--- config.mk ---
export PLATFORM = sky130hd
export DESIGN_NAME = score_keeper
export DESIGN_NICKNAME = d
export VERILOG_FILES = /design/src/rtl/score_keeper.sv
export SDC_FILE = /design/constraint.sdc
export NUM_CORES = 1
export LEC_CHECK = 0
export BUFFER_PORTS_ARGS = -buffer_cell sky130_fd_sc_hd__buf_2
export CAP_MARGIN = 20
export CELL_PAD_IN_SITES_DETAIL_PLACEMENT = 0
export CELL_PAD_IN_SITES_GLOBAL_PLACEMENT = 1
export CORE_MARGIN = 2
export CORE_UTILIZATION = 48
export DETAILED_ROUTE_END_ITERATION = 7
export PLACE_DENSITY = 0.86
export SYNTH_ARGS = -nofsm -noshare
export SYNTH_HDL_FRONTEND = slang
export SYNTH_SLANG_ARGS = --single-unit
export TNS_END_PERCENT = 50
--- constraint.sdc ---
create_clock -name Clk -period 5.6 [get_ports Clk]
set_clock_uncertainty 0.05 [all_clocks]
set_input_delay 1.68 -clock Clk [delete_from_list [all_inputs] [get_ports Clk]]
set_output_delay 1.68 -clock Clk [all_outputs]
set_load 0.02 [all_outputs]
--- src/rtl/score_keeper.sv ---
// Score keeper: buffers duck-hit events, converts them to points with a round
// multiplier and perfect-round bonus, and tallies a displayed score per frame.
module score_keeper #(
    parameter int unsigned PTS_TYPE0       = 500,
    parameter int unsigned PTS_TYPE1       = 1000,
    parameter int unsigned PTS_TYPE2       = 1500,
    parameter int unsigned MAX_MULT        = 4,
    parameter int unsigned DUCKS_PER_ROUND = 10,
    parameter int unsigned PERFECT_BONUS   = 10000,
    parameter int unsigned MAX_SCORE       = 999999999,
    parameter int unsigned TALLY_STEP      = 100,
    parameter int unsigned FIFO_DEPTH      = 4
) (
    input  logic        Clk,
    input  logic        Reset_n,
    input  logic        frame_clk,
    input  logic        game_reset,
    input  logic        hit,
    input  logic [1:0]  duck_type,
    input  logic        round_end,
    output logic [31:0] score,
    output logic [31:0] score_total,
    output logic [7:0]  round_num,
    output logic [3:0]  hits_in_round,
    output logic        perfect,
    output logic        fifo_overflow,
    output logic        busy
);

    localparam int unsigned PTR_W = (FIFO_DEPTH > 1) ? $clog2(FIFO_DEPTH) : 1;
    localparam int unsigned CNT_W = PTR_W + 1;

    typedef enum logic [2:0] {
        IDLE,
        POP,
        ADD,
        BONUS,
        ROUND_ADV
    } state_t;

    state_t             state;
    logic [1:0]         fifo_mem [FIFO_DEPTH];
    logic [PTR_W-1:0]   rd_ptr;
    logic [PTR_W-1:0]   wr_ptr;
    logic [CNT_W-1:0]   count;
    logic               full;
    logic               empty;
    logic               push;
    logic               pop;
    logic               pending;
    logic               frame_d;
    logic               frame_edge;
    logic [31:0]        pts_reg;
    logic [31:0]        base_pts;
    logic [31:0]        mult;
    logic [31:0]        pts_calc;
    logic [32:0]        add_sum;
    logic [32:0]        bonus_sum;
    logic [32:0]        tally_sum;
    logic [31:0]        add_sat;
    logic [31:0]        bonus_sat;
    logic [31:0]        tally_next;

    assign full       = (count == CNT_W'(FIFO_DEPTH));
    assign empty      = (count == '0);
    assign push       = hit && !full && !game_reset;
    assign pop        = (state == POP);
    assign frame_edge = frame_clk && !frame_d;
    assign busy       = (state != IDLE) || !empty;

    // Points for the entry at the FIFO head, scaled by the capped round multiplier
    always_comb begin
        base_pts = 32'(PTS_TYPE2);
        case (fifo_mem[rd_ptr])
            2'd0:    base_pts = 32'(PTS_TYPE0);
            2'd1:    base_pts = 32'(PTS_TYPE1);
            default: base_pts = 32'(PTS_TYPE2);
        endcase
        mult     = (32'(round_num) >= MAX_MULT) ? 32'(MAX_MULT) : 32'(round_num);
        pts_calc = base_pts * mult;
    end

    // Saturating sums use a 33-bit intermediate so the compare sees any carry
    always_comb begin
        add_sum    = {1'b0, score_total} + {1'b0, pts_reg};
        bonus_sum  = {1'b0, score_total} + 33'(PERFECT_BONUS);
        tally_sum  = {1'b0, score} + 33'(TALLY_STEP);
        add_sat    = (add_sum > 33'(MAX_SCORE)) ? 32'(MAX_SCORE) : add_sum[31:0];
        bonus_sat  = (bonus_sum > 33'(MAX_SCORE)) ? 32'(MAX_SCORE) : bonus_sum[31:0];
        tally_next = (tally_sum > {1'b0, score_total}) ? score_total : tally_sum[31:0];
    end

    always_ff @(posedge Clk) begin
        if (push) begin
            fifo_mem[wr_ptr] <= duck_type;
        end
    end

    always_ff @(posedge Clk or negedge Reset_n) begin
        if (!Reset_n) begin
            state         <= IDLE;
            rd_ptr        <= '0;
            wr_ptr        <= '0;
            count         <= '0;
            pending       <= 1'b0;
            frame_d       <= 1'b0;
            pts_reg       <= '0;
            score         <= '0;
            score_total   <= '0;
            round_num     <= 8'd1;
            hits_in_round <= '0;
            perfect       <= 1'b0;
            fifo_overflow <= 1'b0;
        end else begin
            frame_d <= frame_clk;
            if (game_reset) begin
                state         <= IDLE;
                rd_ptr        <= '0;
                wr_ptr        <= '0;
                count         <= '0;
                pending       <= 1'b0;
                pts_reg       <= '0;
                score         <= '0;
                score_total   <= '0;
                round_num     <= 8'd1;
                hits_in_round <= '0;
                perfect       <= 1'b0;
                fifo_overflow <= 1'b0;
            end else begin
                perfect <= 1'b0;

                if (push) wr_ptr <= wr_ptr + PTR_W'(1);
                if (pop)  rd_ptr <= rd_ptr + PTR_W'(1);
                case ({push, pop})
                    2'b10:   count <= count + CNT_W'(1);
                    2'b01:   count <= count - CNT_W'(1);
                    default: count <= count;
                endcase
                if (hit && full) fifo_overflow <= 1'b1;

                // Count-up display chases the total it saw before this edge
                if (frame_edge && (score < score_total)) score <= tally_next;

                if (round_end) begin
                    pending <= 1'b1;
                end else if (state == BONUS) begin
                    pending <= 1'b0;
                end

                case (state)
                    IDLE: begin
                        if (!empty) begin
                            state <= POP;
                        end else if (pending) begin
                            state <= BONUS;
                        end
                    end
                    POP: begin
                        pts_reg <= pts_calc;
                        if (hits_in_round != 4'hF) hits_in_round <= hits_in_round + 4'd1;
                        state <= ADD;
                    end
                    ADD: begin
                        score_total <= add_sat;
                        state       <= IDLE;
                    end
                    BONUS: begin
                        if (32'(hits_in_round) >= DUCKS_PER_ROUND) begin
                            score_total <= bonus_sat;
                            perfect     <= 1'b1;
                        end
                        state <= ROUND_ADV;
                    end
                    ROUND_ADV: begin
                        if (round_num != 8'hFF) round_num <= round_num + 8'd1;
                        hits_in_round <= '0;
                        state         <= IDLE;
                    end
                    default: state <= IDLE;
                endcase
            end
        end
    end

endmodule

Yosys cells after proc, flatten, opt, wreduce, memory -nomap -nowiden
Memory sizes are Yosys's and may differ from the RTL's.
Index checks and enable logic that the tools add are counted.
Storage, ports and cells
  bits in registers: 122
  bits in latches: 0
  memory bits (writable): 8
  ROM bits: 0
  output and inout bits: 79
  memories: 1
Cells by class
  $add $sub $neg: 9
  multiply operators: 1
  divide/modulo/power cells: 0
  order comparisons: 6
  equality and inequality tests: 13
  shift operators: 0
  multiplexer cells: 38
  bitwise operators: 0
  reduce and logical (&&, ||, !) cells: 27
Memories
  fifo_mem: depth 4, bits a word 2, read ports 1, clocked after memory_dff 0, write ports 1, RTL line 42  | logic [1:0] fifo_mem [FIFO_DEPTH];
Operators by type and width (count)
  $mux 32: 9
  $gt 33x30->1 const B: 2
  $pmux 32 s2: 1
  $add 32x14->33 const B: 1
  $add 32x32->33: 1
  $add 32x7->33 const B: 1
  $gt 33x32->1: 1
  $lt 32x32->1: 1
  $mul 32x8->32: 1
  $mux 8: 4
  $pmux 11 s2: 1
  $reduce_bool 3->1: 5
  $mux 3: 4
  $reduce_bool 2->1: 6
  $mux 1: 10
  $pmux 3 s3: 1
  $add 8x1->8 const B: 1
  $ge 8x3->1 const B: 1
  $mux 2: 4
  $mux 4: 2
  $ne 4x4->1 const B: 2
  $ne 8x8->1 const B: 1
  $pmux 4 s2: 1
  $eq 3x2->1 const B: 2
  17 further kinds: 31

Logic depth before layout (Yosys ltp)
  depth in word-level cells: 7
  mapped depth: 24
  depth with buffers taken out: 24

Least setup slack after synthesis
OpenSTA, ideal clock, no wires.
  path type: reg2reg
  start point: register score[5]
  end point: register score[30]
  library setup time: 0.132 ns
  arrival: 4.509 ns
  data required time: 5.418 ns
  setup slack: 0.909 ns
  cell stages (with the launch flop): 22
  buffers on the path: 2
  clock period less this slack: 4.691 ns
  path through: dfrtp_1 > clkbuf_1 > a311oi_1 > nand3b_1 > nor2_1 > and3_1 > nand3_1 > nor3_1 > nand3_1 > xnor2_1 > ha_1 > nand4_1 > nor2_1 > nand3_1 > nor3_1 > nand4_1 > o21ai_0 > o21a_1 > clkbuf_1 > mux2_1 > mux2i_1 > nor2_1
Between the ends
  longest elaborated chain between the ends: 5
  elaborated cells on any way between the ends: 8
  classes of those cells: add/sub (1); order compare (2); mux (3); reduce/logical (2)
Ends and longest elaborated chain
  start: declaration: RTL line 21  | output logic [31:0] score,
  start signal: assignment: RTL line 142  | if (frame_edge && (score < score_total)) score <= tally_next;
  $add 32x7->33: RTL line 87  | tally_sum = {1'b0, score} + 33'(TALLY_STEP);
  $gt 33x32->1: RTL line 90  | tally_next = (tally_sum > {1'b0, score_total}) ? score_total : tally_sum[31:0];
  $mux 32: RTL line 90
  $mux 32: RTL line 142
  $mux 32: RTL line 116  | if (game_reset) begin
Several ways; a longest one is shown, not always the timed one. The select of a mux whose other input is x is not followed.
A chain may end at the register's enable or synchronous reset.

Final worst setup path
  start point: register score[4]
  end point: register score[19]
Same word-level chain as after synthesis.

==> flow_summary_export.csv <==
group,metric,value,unit
outcome,status,"finished, final reports clean",
final_layout,finalNetCount,1701,
final_layout,final_common_cell,"ha_1",
die,die_h,163,um
clock_tree,cts.clk_slew.worst_paths,0.07,ns
clock_tree,h-tree-depth,4,
final_layout,drive_above_1_share,11.4,%
synth,synthXorXnorAreaFrac,6.20,%
die,initial_core_util,48.5,%
place,dpl_cell_area,13000,um^2
place,hpwlAfterDp,24500,um
drt,drt_wl_total,32000,um
power_and_ir_drop,p_switching,0.00264,W
timing,fmax,0.201,GHz
timing,holdWs,0.460,ns
synth,yosysTopAreaCell,"dfrtp_1",
drt,first_pass_iters,7,
power_and_ir_drop,combPwrFrac,60.3,%
timing,slew_viol_final,0,
clock_tree,cts_root_buf,"clkbuf_16",
timing,min_period,4.97,ns
final_layout,final_cell_mix,"ha_1 (133), inv_1 (120), nor2_1 (118), nand2_1 (117), dfrtp_1 (106)",
timing,setup_viol,0,
clock_tree,clockBufferDepth,2,
synth,synth-seq-cells,115,
synth,synth_top_area_share,21.8,%
timing,rsz0062_at_grt,"no",
power_and_ir_drop,peakVddDrop,457,uV
worst_setup_path,crit_fanout,28,
synth,syn_area_per_cell,8.52,um^2
synth,synthSimpleGateAreaFrac,18.6,%
global_route,antenna_found_initial,0,
synth,synth_edf_count,8,
worst_setup_path,arrival,5.21,ns
synth,synth_cell_types,93,
die,dieArea,26600,um^2
drt,wl_per_cell,17.2,um
place,place_inst,1826,
clock_tree,cts_sinks,115,
power_and_ir_drop,swShare,46.8,%
die,num_rows,58,
hold_path,hold_class,"register to register",
power_and_ir_drop,power.leakage,6.61,nW
clock_tree,cts-resized-gates,0,
power_and_ir_drop,p_seq_share,20.0,%
final_layout,finalInstanceArea,13500,um^2
worst_setup_path,startpoint_type,"register",
synth,synth-seq-area-share,24.0,%
global_route,grt_pass1_vias,10500,
final_layout,diodes,0,
synth,syn-instance-count,1427,
timing,worstMarginPinSlew,1.08,ns
global_route,grt.overflow.total,0,
clock_tree,postCtsSetupRepairBufs,0,
power_and_ir_drop,intPower,0.00300,W
synth,ys.flop_type,"dfrtp_1",
place,place.gp.congestion,0.898,
synth,syn-cell-area,12200,um^2
final_layout,num-fill-cells,2401,
die,core,25000,um^2
global_route,grtUsageTotal,24.4,%
worst_setup_path,critical_path_class,"register to register",
final_layout,areaGrowthSynthToFinish,11.4,%
worst_setup_path,end_kind,"register",
drt,ant_nets,0,
timing,fin_crit_sh,88.7,%
die,io-pin-count,87,
timing,hold_violations,0,
global_route,grt_max_degree,74,
timing,fin_tns_setup,0,ns
place,port_buffers,86,
synth,synth.area.top_cells,"dfrtp_1 (22%), ha_1 (14%), fa_1 (7.2%)",
synth,synth-adder-area-share,20.9,%
clock_tree,ctsHoldBuffers,0,
timing,slew_headroom,27.0,%
drt,vias,10700,
clock_tree,cts_made_buffers,17,
synth,synth_top_family_by_area,"adder cells",
global_route,grt_pass1_wl,52600,um
drt,vias_per_cell,5.77,
clock_tree,cts_tree,"built",
power_and_ir_drop,clock_power_share,19.6,%
drt,drtIter0Drc,781,
clock_tree,clkLatencyLatePin,0.43,ns
worst_setup_path,required,5.84,ns
synth,synth_compound_area_share,20.1,%
synth,synthMuxAreaShare,3.66,%
power_and_ir_drop,powerDensity,416,nW/um^2
drt,drc,0,
die,die_w,163,um
synth,ys.warnings.count,0,
synth,synthArstFlopShare,93.0,%
job,cap_violations,0,
final_layout,final_cells,1859,
[final timing paths]
check	endpoint	startpoint	slack, ns	depth (start not counted)
max in group asynchronous	round_num[0]	Reset_n	3.39	2
worst max-delay path	score[19]	score[4]	0.63	21
min in group asynchronous	score[26]	Reset_n	1.17	1
worst min-delay path	fifo_overflow	fifo_overflow	0.46	2
worst max register to register	score[19]	score[4]	0.63	21
worst min register to register	fifo_overflow	fifo_overflow	0.46	2
[metal layers]
layer  track usage [%]  wire (um)  vias to the layer above
li1                  -          -                     5257
met1              31.1      14300                     5132
met2              42.7      15600                      294
met3              3.40       1410                       50
met4              7.76        754                        0
met5                 0          0                        -
[through the flow]
stage,worst slack [ns],utilization [%],total power (W)
after floorplan,0.909,-,0.00373
after global placement,0.841,51.7,0.00444
after detailed placement,0.706,51.7,0.00449
after CTS,0.652,54.1,0.00561
after global routing,0.156,54.1,0.00609
final,0.634,54.1,0.00563
[cell usage after synthesis, types with 6 or more instances]
cell type	number
a21oi_1	98
buf_2	27
edfxtp_1	8
and2_1	17
o21ai_0	63
mux2i_1	22
mux2_2	6
o21bai_1	7
and3_1	22
clkbuf_1	38
a22oi_1	21
mux2_1	10
a211oi_1	16
a21o_1	34
nor3_1	39
a31oi_1	16
dfrtp_1	106
and4_1	6
o211ai_1	7
o31ai_1	6
nor2b_1	15
nor3b_1	6
inv_1	120
xnor2_1	58
nand4_1	30
nor4_1	12
o21ai_1	10
ha_1	133
or3_1	8
fa_1	44
xor2_1	28
nand3_1	25
nor2_1	118
nand2_1	117
[area by class of cell]
| cell class | count | area [um^2] | share of cell area [%] |
|---|---|---|---|
| clock inverters | 15 | 160 | 1.18 |
| multi-input cells | 1162 | 8620 | 63.7 |
| flip-flops and latches | 115 | 2920 | 21.6 |
| well taps | 330 | 413 | 3.05 |
| clock buffers | 17 | 425 | 3.14 |
| repair buffers | 98 | 546 | 4.03 |
| inverters | 122 | 458 | 3.38 |
[critical path: stages, from the launching register on]
cell and delay, ns:
dfrtp_1 0.51, a311oi_1 0.22, nand3b_1 0.35, nor2_1 0.26, and3_1 0.26, nand3_1 0.26, nor3_1 0.26, buf_4 0.17
nand3_1 0.09, xnor2_1 0.17, ha_1 0.30, nand4_1 0.09, nor2_1 0.14, nand3_1 0.12, nor3_1 0.26, nand4_1 0.13
o21ai_0 0.09, o21a_1 0.31, buf_12 0.23, mux2_1 0.34, mux2i_1 0.14, nor2_1 0.05
[logic make-up (layout without fill, tap and decap cells)]
kind of cell,count (synthesis),count (layout)
fa+ha+maj,177,177
compound gates,363,363
flops,115,115
xor+xnor,86,86
buf+inv,194,252
other cells,2,46
simple gates,450,450
mux,40,40
[power by group through the flow]
stage / registers, W / clock network (W) / logic, W
6_report: 0.00113 / 0.00111 / 0.00340
5_1_grt: 0.00115 / 0.00115 / 0.00379
4_1_cts: 0.00113 / 0.00111 / 0.00337
3_5_place_dp: 0.00114 / 0 / 0.00335
3_3_place_gp: 0.00114 / 0 / 0.00330
2_1_floorplan: 0.00112 / 0 / 0.00261
Note: power is estimated with default switching activity, not from simulation.
